## config.mk

```make
export PLATFORM = sky130hd
export DESIGN_NAME = mult_controller
export DESIGN_NICKNAME = d
export VERILOG_FILES = /design/src/rtl/mult_pkg.sv /design/src/rtl/mult_step_counter.sv /design/src/rtl/mult_controller.sv
export SDC_FILE = /design/constraint.sdc
export NUM_CORES = 1
export LEC_CHECK = 0
export CAP_MARGIN = 10
export CORE_AREA = 2 2 39 41
export DETAILED_ROUTE_END_ITERATION = 8
export DIE_AREA = 0 0 41 43
export RECOVER_POWER = 25
export SLEW_MARGIN = 30
export SYNTH_ARGS = -nofsm -noshare
export SYNTH_HDL_FRONTEND = slang
export SYNTH_SLANG_ARGS = --single-unit
```

## constraint.sdc

```tcl
create_clock -name clk_in -period 1.7 [get_ports clk_in]
set_clock_uncertainty 0.2 [all_clocks]
set_input_delay 0.34 -clock clk_in [delete_from_list [all_inputs] [get_ports clk_in]]
set_output_delay 0.34 -clock clk_in [all_outputs]
set_load 0.01 [all_outputs]
```

## src/rtl/mult_pkg.sv

```systemverilog
// rtl/mult_pkg.sv - shared types and constants for the shift-and-add multiplier controller
//
// Purpose: FSM state encoding and the default operand width used by
// mult_controller and mult_step_counter.
// Ports: none (package).

package mult_pkg;

  // Default multiplier operand width; also the number of shift steps.
  localparam int MULT_N = 4;

  typedef enum logic [1:0] {
    IDLE  = 2'd0,
    EVAL  = 2'd1,
    SHIFT = 2'd2,
    DONE  = 2'd3
  } state_t;

endpackage

```

## src/rtl/mult_step_counter.sv

```systemverilog
// rtl/mult_step_counter.sv - step counter tracking shifts within one multiplication
//
// Purpose: $clog2(N)-bit counter of completed shift steps; flags the final step.
// Ports:
//   clk        rising-edge clock
//   rst        synchronous active-high reset (clears the count)
//   clear      synchronous clear back to step 0
//   increment  advance to the next step
//   last       high while the count is on step N-1

module mult_step_counter
  import mult_pkg::*;
#(
  parameter int N = MULT_N
) (
  input  logic clk,
  input  logic rst,
  input  logic clear,
  input  logic increment,
  output logic last
);

  localparam int W = $clog2(N);
  localparam logic [W-1:0] LAST_STEP = W'(N - 1);

  logic [W-1:0] cnt;

  always_ff @(posedge clk) begin
    if (rst || clear) begin
      cnt <= '0;
    end else if (increment) begin
      cnt <= cnt + W'(1);
    end
  end

  assign last = (cnt == LAST_STEP);

endmodule

```

## src/rtl/mult_controller.sv

```systemverilog
// rtl/mult_controller.sv - control FSM for an N-bit sequential shift-and-add multiplier
//
// Purpose: walks the multiplier bits LSB first, issuing one-cycle add and
// shift strobes to the datapath, then a one-cycle done pulse.
// Ports:
//   clk_in  rising-edge clock
//   rst_in  synchronous active-high reset; also forces all outputs low
//   adx     start request, only looked at in IDLE
//   m       current LSB of the datapath multiplier register
//   sh      shift product/multiplier registers right this cycle
//   add     add multiplicand into the upper product half this cycle
//   done    one-cycle completion pulse

module mult_controller
  import mult_pkg::*;
#(
  parameter int N = MULT_N
) (
  input  logic clk_in,
  input  logic rst_in,
  input  logic adx,
  input  logic m,
  output logic sh,
  output logic add,
  output logic done
);

  state_t state;
  state_t state_next;
  logic   cnt_clear;
  logic   cnt_inc;
  logic   cnt_last;

  mult_step_counter #(
    .N(N)
  ) u_step_counter (
    .clk       (clk_in),
    .rst       (rst_in),
    .clear     (cnt_clear),
    .increment (cnt_inc),
    .last      (cnt_last)
  );

  always_ff @(posedge clk_in) begin
    if (rst_in) begin
      state <= IDLE;
    end else begin
      state <= state_next;
    end
  end

  always_comb begin
    state_next = state;
    sh         = 1'b0;
    add        = 1'b0;
    done       = 1'b0;
    cnt_clear  = 1'b0;
    cnt_inc    = 1'b0;

    // Reset gates the strobes so a reset mid-operation never leaks a
    // partial add/shift or a done into the datapath.
    if (!rst_in) begin
      case (state)
        IDLE: begin
          if (adx) begin
            state_next = EVAL;
            cnt_clear  = 1'b1;
          end
        end

        EVAL: begin
          if (m) begin
            add        = 1'b1;
            state_next = SHIFT;
          end else begin
            // Zero bit: skip straight to the shift; stay in EVAL so the
            // next bit can be examined without an extra cycle.
            sh = 1'b1;
            if (cnt_last) begin
              state_next = DONE;
            end else begin
              cnt_inc = 1'b1;
            end
          end
        end

        SHIFT: begin
          sh = 1'b1;
          if (cnt_last) begin
            state_next = DONE;
          end else begin
            cnt_inc    = 1'b1;
            state_next = EVAL;
          end
        end

        DONE: begin
          done       = 1'b1;
          cnt_clear  = 1'b1;
          state_next = IDLE;
        end

        default: begin
          state_next = IDLE;
        end
      endcase
    end
  end

endmodule

```

After elaboration in Yosys (flattened, before gate mapping)
Cells that the tools add are included.

Register bits after elaboration: 4. Bits of input ports: 4. Output and inout port bits: 3. Logic and storage cells: 32.

$add $sub $neg: 1. Equal/unequal tests: 6. Mux-type cells: 20. Reductions and logical operators: 3.

Operators with widths (count): 1-bit 2-to-1 mux (12); 2-bit 2-to-1 mux (4); 2-bit one-hot mux with 4 select lines (1); 2-bit == test, second input constant (3); 1-bit one-hot mux with 2 select lines (3); 3-bit inequality test, second input constant (1); 2-bit by 1-bit adder with 2-bit output, second input constant (1); 2-bit by 1-bit == test with 1-bit output, second input constant (1); 2-bit zero test (1); 2-bit inequality test, second input constant (1); 2-bit AND reduction (1); 1-bit logical OR (1).

Longest topological paths before layout
Gate-level depths: netlist (run 1).

Depth after elaboration: 5. Gate-level depth with buffers: 6.

Hierarchy
From an unflattened synthesis (run 1), not the netlist that was laid out.

Cells, all modules: 32. Area total of the unflattened synthesis: 304.0 um2.

Modules (own cells, without submodules): mult_controller (instances 1, cells each 25, area an instance 212.7 um2, sequential area each 40.0 um2); mult_step_counter (instances 1, cells each 7, area an instance 91.3 um2, sequential area each 40.0 um2).

Worst setup path before layout (run 1)
OpenSTA, ideal clock, no wires.

Kind: flip-flop to output port. Start point: register state[1]. End point: output port sh. Arrival time: 1064 ps. Setup slack: 96 ps. Cell stages (with the launch flop): 6. Path through: dfxtp_1 > inv_1 > ha_1 > nor2b_4 > nor2_1 > nor3b_1.

Cells in the longest elaborated chain, start to end: 3.

RTL lines: from (decl) (line mult_controller.sv:28) `state_t state;`; from (signal assigned) (line mult_controller.sv:48) `state <= state_next;`; 2-bit == test or 2-bit by 1-bit == test with 1-bit output (tied branches) (line mult_controller.sv:63) `case (state)`; 1-bit one-hot mux with 2 select lines * (line mult_controller.sv:63); 1-bit 2-to-1 mux * (line mult_controller.sv:62) `if (!rst_in) begin`; to (decl) (line mult_controller.sv:23) `output logic sh,`.

Mark *: on every way between the ends. The rest lies on a longest branch, timed or not.

Worst setup path after layout (run 1)
Same ends and word-level chain as after synthesis.

==> summary.log, run 1 <==
qor: finish.diodes 0
qor: clock_network.numCtsBuffers 3
qor: route.detail_route.drc_violations 0
qor: sta.rsz_0062_raised_after_global_routing yes
qor: die.rows 14
qor: grt.grt_start_max_net_pins 5
qor: sta.worstMarginPinSlew 0.231 ns
qor: route.first_pass_iteration_count_of_the_detailed_router 1
qor: sta.setup_ws -0.0668 ns
qor: clock_network.clkSinkCount 4
qor: critical_path.endpoint_kind output pin
qor: synth.synthCells 33
qor: clock_network.clock_insertion_delay_worst_skew 0.23 ns
qor: synth.synth.most_common_cell sky130_fd_sc_hd__ha_1
qor: sta.achievable-frequency 0.566 GHz
qor: critical_path.crit_type flop to output pin
qor: synth.synth.top_cells.by_count 5 x sky130_fd_sc_hd__ha_1, 4 x sky130_fd_sc_hd__dfxtp_1, 4 x sky130_fd_sc_hd__inv_1, 4 x sky130_fd_sc_hd__nor2_1
qor: critical_path.crit_path_max_fanout 2
qor: critical_path.worst_path_max_stage_delay 0.32 ns
qor: die.dieHeight 43 um
qor: route.via_per_inst 4.26
qor: clock_network.tritoncts built
qor: placement.dp_cells 66
qor: sta.period_minus_slack 1.77 ns
qor: die.die_area 0.00176 mm2
qor: min_path.min-delay-path-class flop to flop
qor: route.final_antenna_net_count 0
qor: synth.mappedNetlistNets 42
qor: power_and_ir_drop.internal_power 0.382 mW
qor: grt.first_pass_grt_wire_length 1.17 mm
qor: sta.slew_violations 0
qor: critical_path.path_cells inv_4, ha_4, nor2b_4, nor2_2, nor3b_2, buf_2
qor: synth.netlist_top_cells_area sky130_fd_sc_hd__dfxtp_1 27%, sky130_fd_sc_hd__ha_1 21%, sky130_fd_sc_hd__inv_1 5.0%, sky130_fd_sc_hd__nor2_1 5.0%, sky130_fd_sc_hd__nor3b_1 5.0%
qor: synth.synthesis.area_per_instance 9.02 um2
qor: clock_network.clockRootBuffer sky130_fd_sc_hd__clkbuf_4
qor: finish.stdcell_count 69
qor: die.core_area 0.00138 mm2
qor: synth.yosysWarningCount 0
qor: run_status.run_status finished with violations
qor: synth.dominant_cell_type_by_area_after_synthesis sky130_fd_sc_hd__dfxtp_1
qor: synth.edff_count_synth 0
qor: synth.post_synth_instance_area 298 um2
qor: power_and_ir_drop.netSwitchingPower 0.184 mW
qor: clock_network.cts-hold-fix-buffers 0
qor: critical_path.cp_top_family flip-flops
qor: power_and_ir_drop.share_seq_of_total_power 23.9%
qor: run.drv.max_cap_violation_count 0
qor: synth.synth_cell_types 18
qor: die.floorplan.io_pins 7
qor: critical_path.crit_arrival 1.23 ns
qor: power_and_ir_drop.p_leak 0.235 nW
qor: grt.globalRoute.totalOverflow 0
qor: power_and_ir_drop.combPwrFrac 56.4%
qor: critical_path.timing.critical_path.slowest_stage_cell sky130_fd_sc_hd__dfxtp_2
qor: sta.hold_viol_final 0
qor: finish.fill_cells 158
qor: grt.track_usage 10.4%
qor: sta.final-setup-viol-count 1
qor: placement.global_placer_s_final_weighted_congestion 0.675
qor: clock_network.ctsHtreeMaxLevel 1
qor: critical_path.cp_data_required_time 1.16 ns
qor: power_and_ir_drop.power_frac_clock 19.7%
qor: critical_path.timing.critical_path.from_type flop
qor: critical_path.critical_path_buf_inv_count 2
qor: synth.postSynth.asyncResetShare 0%
qor: sta.final.period_utilization 104%
qor: die.fp.dieW 41 um
qor: sta.fin_hold_ws 0.300 ns
qor: route.routed_wire_length_per_instance 10.0 um
qor: route.initialDrtViolationCount 0
qor: route.routed_wirelength 691 um
qor: placement.placement.io_buffers 6
qor: die.initial_core_util 21.5%
qor: synth.synthFlopType sky130_fd_sc_hd__dfxtp_1
qor: synth.postSynthRegisterBits 4
qor: finish.area_growth_from_synthesis_to_final_layout 73.9%
qor: clock_network.path_clk_slew 0.04 ns
qor: power_and_ir_drop.power_per_cell_area 1090 mW/mm2
qor: finish.layout.nets 64
qor: clock_network.ctsLongestPathBuffers 2
qor: power_and_ir_drop.vdd_ir_drop_max 0.578 mV
qor: grt.grt_antenna_before_repair 0
qor: synth.synth_seq_area_share 26.9%
qor: power_and_ir_drop.p_sw_share 32.5%
qor: finish.ratio_of_cells_with_drive_above_1_in_the_final_layout 60.4%
qor: clock_network.cts.repair_timing.setup_buffer_count 0
qor: grt.vias_in_the_first_global_route 309
qor: run_status.failed_checks setup timing
qor: route.route.vias.total 294
qor: synth.yosysTopAreaCellShare 26.9%
qor: sta.slew-limit-headroom 84.5%
==> worst reg2reg max path: stages (launching register included) <==
cell                      delay [ns]
sky130_fd_sc_hd__dfxtp_4        0.35
sky130_fd_sc_hd__inv_2          0.09
sky130_fd_sc_hd__ha_4           0.21
sky130_fd_sc_hd__buf_4          0.13
sky130_fd_sc_hd__nor3b_2        0.14
sky130_fd_sc_hd__o21ai_1        0.14
sky130_fd_sc_hd__mux2i_1        0.21
sky130_fd_sc_hd__nor2_1         0.05
==> flip-flops by register name, summed over array words and instances (netlist names) <==
register            cells
state                   2
u_step_counter.cnt      2
==> metal layers <==
layer  routed length [um]  global-route usage (%)  vias up
li1                     -                       -      152
met1                  289                    9.32      135
met2                  356                    17.8        7
met3                   45                    7.85        0
met4                    0                    2.00        0
met5                    0                       0        -
==> cells by family after synthesis <==
group                    count (synthesis)  synth area share (%)
AND/OR/NAND/NOR                         11                  22.3
buffers and inverters                    4                  5.04
adder cells (fa/ha/maj)                  5                  21.0
multiplexers                             1                  3.36
XOR/XNOR                                 1                  2.94
AO/OA/AOI/OAI                            7                  18.5
flip-flops                               4                  26.9
==> power groups by stage <==
stage | Sequential [mW] | Combinational (mW) | Clock (mW)
floorplan | 0.123 | 0.131 | 0
global placement | 0.123 | 0.272 | 0
detailed placement | 0.123 | 0.275 | 0
CTS | 0.135 | 0.309 | 0.119
global route | 0.137 | 0.350 | 0.126
finish | 0.135 | 0.320 | 0.111
==> cell type report <==
| class | count | area (um2) | share of cell area (%) |
|---|---|---|---|
| Clock buffer | 3 | 22.5 | 4.35 |
| Timing Repair Buffer | 17 | 125 | 24.2 |
| Sequential cell | 4 | 85.1 | 16.4 |
| Multi-Input combinational cell | 25 | 248 | 47.8 |
| Tap cell | 16 | 20.0 | 3.86 |
| Inverter | 4 | 17.5 | 3.38 |
==> cells in the final DEF, fill, tap and decap left out <==
cell	Yosys	final
sky130_fd_sc_hd__nor3b_2	0	2
sky130_fd_sc_hd__nor2_2	0	1
sky130_fd_sc_hd__dfxtp_2	0	1
sky130_fd_sc_hd__ha_4	0	2
sky130_fd_sc_hd__inv_4	0	1
sky130_fd_sc_hd__mux2i_1	1	1
sky130_fd_sc_hd__a221oi_1	1	1
sky130_fd_sc_hd__nor2b_2	0	1
sky130_fd_sc_hd__nand2_1	1	1
sky130_fd_sc_hd__a21oi_2	1	1
sky130_fd_sc_hd__nor2_1	4	3
sky130_fd_sc_hd__clkdlybuf4s50_1	0	1
sky130_fd_sc_hd__clkbuf_4	0	3
sky130_fd_sc_hd__o2bb2ai_2	1	1
sky130_fd_sc_hd__inv_2	0	1
sky130_fd_sc_hd__buf_2	0	3
sky130_fd_sc_hd__nor2b_4	1	1
sky130_fd_sc_hd__o21bai_1	1	1
sky130_fd_sc_hd__ha_2	0	2
sky130_fd_sc_hd__inv_1	4	2
sky130_fd_sc_hd__xor2_1	1	1
sky130_fd_sc_hd__o21ai_1	2	2
sky130_fd_sc_hd__and2_1	1	1
sky130_fd_sc_hd__ha_1	5	1
sky130_fd_sc_hd__dlygate4sd2_1	0	2
sky130_fd_sc_hd__dfxtp_4	0	1
sky130_fd_sc_hd__a21oi_1	1	1
sky130_fd_sc_hd__buf_4	0	11
sky130_fd_sc_hd__or3_1	1	1
sky130_fd_sc_hd__dfxtp_1	4	2
==> metrics by stage <==
step	instance area, um2	worst slack [ns]	total power, mW	utilization, %	setup TNS, ns
floorplan	298	0.0963	0.254	-	0
global placement	460	-0.540	0.395	33.3	-1.96
detailed placement	460	-0.555	0.398	33.3	-2.10
CTS	517	-0.0814	0.564	37.3	-0.0814
global route	518	-0.154	0.613	37.4	-0.234
finish	518	-0.0668	0.566	37.4	-0.0668
==> repair_timing <==
item | in CTS | in global routing
resized for setup | 26 | 4
setup endpoints to repair | 5 | 5
pin swaps | 2 | 0
==> final timing paths <==
check        slack [ns]  cells after the start                     to                  start
min                0.30                      2  u_step_counter.cnt[1]  u_step_counter.cnt[1]
max reg2reg        0.06                      7  u_step_counter.cnt[1]               state[0]
max               -0.07                      6                     sh               state[1]
min reg2reg        0.30                      2  u_step_counter.cnt[1]  u_step_counter.cnt[1]
(Power assumes the default switching activity.)
==> run 2, diff against run 1 <==
--- a/config.mk
+++ b/config.mk
@@ -5,7 +5,7 @@
 export SDC_FILE = /design/constraint.sdc
 export NUM_CORES = 1
 export LEC_CHECK = 0
-export CAP_MARGIN = 10
+export CAP_MARGIN = 20
 export CORE_AREA = 2 2 39 41
 export DETAILED_ROUTE_END_ITERATION = 8
 export DIE_AREA = 0 0 41 43
==> results of run 2 <==
The final DEF is identical to that of run 1; final timing and power are the same.
